**config.mk**
```make
export PLATFORM = sky130hd
export DESIGN_NAME = mult_run_sequencer
export DESIGN_NICKNAME = d
export VERILOG_FILES = /design/src/rtl/mult_test_pkg.sv /design/src/rtl/seq_addr_delay.sv /design/src/rtl/mult_run_sequencer.sv
export SDC_FILE = /design/constraint.sdc
export NUM_CORES = 1
export LEC_CHECK = 0
export ABC_AREA = 1
export CORE_MARGIN = 10
export CORE_UTILIZATION = 51
export CTS_BUF_LIST = sky130_fd_sc_hd__clkbuf_8
export CTS_CLUSTER_SIZE = 12
export DETAILED_ROUTE_END_ITERATION = 7
export HOLD_SLACK_MARGIN = 0.06
export PLACE_DENSITY = 0.79
export SYNTH_ARGS = -nofsm -noshare
export SYNTH_HDL_FRONTEND = slang
export SYNTH_SLANG_ARGS = --single-unit
export TNS_END_PERCENT = 10
```
**constraint.sdc**
```tcl
create_clock -name pll_clock -period 2 [get_ports pll_clock]
set_input_delay 0.5 -clock pll_clock [delete_from_list [all_inputs] [get_ports pll_clock]]
set_output_delay 0.5 -clock pll_clock [all_outputs]
set_load 0.03 [all_outputs]
```
**src/rtl/mult_test_pkg.sv**
```systemverilog
// Shared types for the multiply-run sequencer: FSM state encoding and
// the LATENCY upper bound that sizes the drain counter.
package mult_test_pkg;

    typedef enum logic [1:0] {
        IDLE,
        RUN,
        DRAIN,
        DONE
    } state_t;

    localparam int unsigned LATENCY_MAX = 16;
    localparam int unsigned DRAIN_CW    = $clog2(LATENCY_MAX);

endpackage

```
**src/rtl/seq_addr_delay.sv**
```systemverilog
// LATENCY-stage {en, addr} delay line aligning result writes with reads.
// Reset clears every stage; flush drops in-flight enables for a run abort.
module seq_addr_delay #(
    parameter int unsigned ADDR_WIDTH = 9,
    parameter int unsigned LATENCY    = 4
) (
    input  logic                  clk,
    input  logic                  rst,
    input  logic                  flush,
    input  logic                  en_in,
    input  logic [ADDR_WIDTH-1:0] addr_in,
    output logic                  en_out,
    output logic [ADDR_WIDTH-1:0] addr_out
);

    logic [LATENCY-1:0]    en_sr;
    logic [ADDR_WIDTH-1:0] addr_sr [LATENCY];

    always_ff @(posedge clk or posedge rst) begin
        if (rst) begin
            en_sr <= '0;
            for (int unsigned i = 0; i < LATENCY; i++) addr_sr[i] <= '0;
        end else begin
            en_sr[0]   <= en_in & ~flush;
            addr_sr[0] <= addr_in;
            for (int unsigned i = 1; i < LATENCY; i++) begin
                en_sr[i]   <= en_sr[i-1] & ~flush;
                addr_sr[i] <= addr_sr[i-1];
            end
        end
    end

    assign en_out   = en_sr[LATENCY-1];
    assign addr_out = addr_sr[LATENCY-1];

endmodule

```
**src/rtl/mult_run_sequencer.sv**
```systemverilog
// Sequences operand reads 0..N-1, then drains LATENCY cycles of result writes.
// Define MULT_RUN_CYCLE_COUNT_EN to add the saturating cycle_count output.
import mult_test_pkg::*;

module mult_run_sequencer #(
    parameter int unsigned ADDR_WIDTH = 9,
    parameter int unsigned LATENCY    = 4
) (
    input  logic                  pll_clock,
    input  logic                  reset,
    input  logic                  start,
    input  logic                  abort,
    input  logic [ADDR_WIDTH:0]   num_vectors,
    output logic [ADDR_WIDTH-1:0] r_addr,
    output logic                  r_en,
    output logic [ADDR_WIDTH-1:0] w_addr,
    output logic                  we,
    output logic                  busy,
    output logic                  done
`ifdef MULT_RUN_CYCLE_COUNT_EN
    ,
    output logic [31:0]           cycle_count
`endif
);

    localparam logic [DRAIN_CW-1:0] DRAIN_LAST = DRAIN_CW'(LATENCY - 1);

    state_t              state, state_next;
    logic [ADDR_WIDTH:0] n_lat;
    logic [DRAIN_CW-1:0] drain_cnt;
    logic                accept;
    logic                last_addr;

    assign accept    = (state == IDLE) && start && !abort;
    // Compare in ADDR_WIDTH+1 bits so N = 2^ADDR_WIDTH ends at all-ones.
    assign last_addr = ({1'b0, r_addr} == (n_lat - 1'b1));

    always_ff @(posedge pll_clock or posedge reset) begin
        if (reset) state <= IDLE;
        else       state <= state_next;
    end

    always_comb begin
        state_next = state;
        case (state)
            IDLE:  if (accept) state_next = (num_vectors == '0) ? DONE : RUN;
            RUN:   if (abort) state_next = IDLE;
                   else if (last_addr) state_next = DRAIN;
            DRAIN: if (abort) state_next = IDLE;
                   else if (drain_cnt == DRAIN_LAST) state_next = DONE;
            DONE:  state_next = IDLE;
            default: state_next = IDLE;
        endcase
    end

    always_comb begin
        r_en = (state == RUN);
        busy = (state != IDLE);
        done = (state == DONE) && !abort;
    end

    always_ff @(posedge pll_clock or posedge reset) begin
        if (reset) begin
            n_lat     <= '0;
            r_addr    <= '0;
            drain_cnt <= '0;
        end else begin
            case (state)
                IDLE: if (accept) begin
                    n_lat <= num_vectors;
                    if (num_vectors != '0) r_addr <= '0;
                end
                RUN: begin
                    drain_cnt <= '0;
                    if (!abort && !last_addr) r_addr <= r_addr + 1'b1;
                end
                DRAIN: drain_cnt <= drain_cnt + 1'b1;
                default: ;
            endcase
        end
    end

    seq_addr_delay #(
        .ADDR_WIDTH(ADDR_WIDTH),
        .LATENCY   (LATENCY)
    ) u_delay (
        .clk     (pll_clock),
        .rst     (reset),
        .flush   (abort && busy),
        .en_in   (r_en),
        .addr_in (r_addr),
        .en_out  (we),
        .addr_out(w_addr)
    );

`ifdef MULT_RUN_CYCLE_COUNT_EN
    always_ff @(posedge pll_clock or posedge reset) begin
        if (reset)                           cycle_count <= '0;
        else if (accept)                     cycle_count <= '0;
        else if (busy && cycle_count != '1)  cycle_count <= cycle_count + 1'b1;
    end
`endif

endmodule

```
==> run metrics <==
status=completed; RSZ-0062 raised after global routing=true; root buf cell=clkbuf_8; area grow syn2layout=25.5%; core footprint=0.00520 mm²; die span in x=94.1 µm; worst reg2reg startpoint=n_lat[0]$_DFFE_PP0P_; Critical Path Source=state[0]$_DFFE_PP0P_; TritonCTS buffer count=9; Final Hold Viols=0; Crit-path slowest cell=dfrtp_1; Crit Reg-Reg Endpoint=r_addr[7]$_DFFE_PP0P_; Routed met3 length=345 µm; Most Frequent Cell on Critical Path=buf_4; fmax=527 MHz; # setup viols final=0; die area=0.00885 mm²; mean number of vias per cell=4.91; final setup margin=101 ps; CP Class=register to output pin; largest net degree at the start of global routing=66; hold depth=0; gpl congestion=0.809; Critical Path Max Stage Delay=430 ps; Placed Area=0.00328 mm²; top cells by area, synth=dfrtp_1 58%, nand2_1 8.5%, nor2_1 5.0%; Post-synth top cells=65 x dfrtp_1, 63 x nand2_1, 37 x nor2_1; post-synthesis adder-cell area fraction=3.13%; Final Core Density=67.4%; Routed WL per cell=12.5 µm; Clock Skew=5.97 ps; initial drt markers=70; IO Pins=36; met2 wire len=2520 µm; CP Capture Type=output pin; final max-slew violation count=0; post-route antenna net violation count=0; fin crit share=94.9%; Residual DRC=0; Cell variety after synth=27; Leak=1.81 nW; worst endpoint data arrival time=1400 ps; Clock Sinks=65; ys async rst share=100%; initial antenna violation count=0; first-pass GRT wire length=9310 µm; cell row count=26; First-pass DRT Iterations=4; Crit path buffers/inverters=4; Ys Warns=0; post-synthesis mux area share=0%; HP Class=register to register; startpoint types=register; Synth Instances=300; sequential fraction of the synthesis area=58.2%; EDFF count, synth=0; Starting Density=53.7%; #FFs+latches synth=65; Slew @ Worst Pin=327 ps; Place WS=-25.1 ps; Synth Area in Simple Gates=22.7%; GRT Residual Overflow=0; family with the most delay on the worst path=buffers and inverters; syn avg cell area=9.32 µm²; Synth Area in Compound Gates=4.92%; reg2reg setup slack=180 ps; latest clock arrival within the worst-skew pair=340 ps; Synth area leader=dfrtp_1; Hold Startpoint=u_delay.addr_sr[17]$_DFF_PP0_; ratio of cells with drive above 1 in the final layout=13.6%; clock-pin transition on the worst setup and hold timing paths=70 ps; # H-tree levels=3; post-synth top area share=58.2%; Tot Pwr=4.47 mW; crit path cell chain=inv_2 -> ha_4 -> inv_1 -> buf_4 -> buf_4; CTS max path bufs=2; Reg2Reg Depth=14; # port buffers=35; Max FO, Critical Path=6; Worst VDD drop=0.901 mV; CTS tree=yes; vias in the first global route=2,089; largest family of logic cells by synthesized area=simple AND/OR/NAND/NOR gates; xor and xnor fraction of the mapped netlist area=3.40%; Worst slew margin=78.2%; Hold Path End=u_delay.addr_out[8]$_DFF_PP0_; top-count cell post-synth=dfrtp_1; total of max-cap violations=0; final worst path period need=1900 ps; uppermost routed layer=met4; ys flop type=dfrtp_1; final wirelength=5260 µm; hold_ws=345 ps; Mapped Area=0.00280 mm²; HPWL after detailed placement=3910 µm; Syn Nets=321; Vias=2,073; number of diodes=0; M1 wire length=2340 µm; Die Span Y=94.1 µm; Final Cell Area=0.00351 mm²; WP data required=1500 ps; Tot GR Track Use=13.4%; Net count, final=368; PwrDens=1270 mW/mm²
## worst max path at each step
stage                       endpoint  slack [ps]  cells after the start
3_5_place_dp   r_addr[7]$_DFFE_PP0P_         -30                     10
5_1_grt        r_addr[4]$_DFFE_PP0P_         -20                     14
2_1_floorplan  r_addr[3]$_DFFE_PP0P_         170                     10
4_1_cts                         r_en           6                      3
3_3_place_gp   r_addr[7]$_DFFE_PP0P_           6                      9
6_report                        busy         100                      5
## flip-flops by register name, indices dropped and copies added, names as in the netlist
register / count
drain_cnt: 4
u_delay.addr_sr: 27
n_lat: 10
r_addr: 9
u_delay.addr_out: 9
state: 2
u_delay.en_sr: 4
## logic make-up (layout without fill, tap and decap cells)
family / Yosys count / count (layout)
buf+inv: 48 / 100
flops: 65 / 65
xor+xnor: 10 / 10
compound gates: 26 / 26
fa+ha+maj: 7 / 7
simple gates: 144 / 144
## cell usage in the layout, fill, tap and decap left out, types with 4 or more instances in the layout
cell type	count
dlygate4sd2_1	5
o21ai_0	7
nand3_1	24
inv_1	31
clkbuf_8	9
ha_1	5
a21oi_1	14
nand2_1	63
nor2_1	36
clkdlybuf4s50_1	25
xor2_1	6
dfrtp_1	65
inv_2	4
nor3_1	5
buf_4	14
## metrics by stage
stage               TNS (ps)  cells
finish                     0    422
global route           -39.6    422
CTS                        0    420
detailed placement     -97.0    404
global placement           0    404
floorplan                  0    300
## layout make-up
cell class                      instances  area [µm²]
Clock buffer                            9         124
Clock inverter                          7        63.8
Fill cell                             437        1700
Inverter                               34         131
Multi-Input combinational cell        187         987
Sequential cell                        65        1630
Tap cell                               70        87.6
Timing Repair Buffer                   50         489
## report_power, final
group | internal, mW | total, mW | switching [mW] | leakage, nW
Sequential | 1.56 | 1.72 | 0.159 | 0.864
Combinational | 0.687 | 1.70 | 1.02 | 0.842
Clock | 0.563 | 1.04 | 0.480 | 0.102
## metal layers
layer	up-vias	track usage, %
li1	1032	-
met3	7	5.68
met5	-	0
met4	0	4.56
met1	988	15.2
met2	46	22.1
## repair_timing
item,4_1_cts,5_1_grt
hold buffers,0,0
pin swaps,0,4
gates resized for setup,7,12
endpoints found under the setup margin,7,15
setup buffers,0,2
## worst register-to-register path: stages (launching register included)
cell	delay, ps
dfrtp_1	400
inv_2	110
ha_4	210
nand2_1	60
inv_1	40
nor2_1	80
nand2_1	70
nor2_2	100
nand3_2	70
nor2_2	120
nand3_2	110
nand2_4	120
nand2_4	90
nand2_1	80
nand2_1	50
Note: power is estimated with default switching activity, not from simulation.
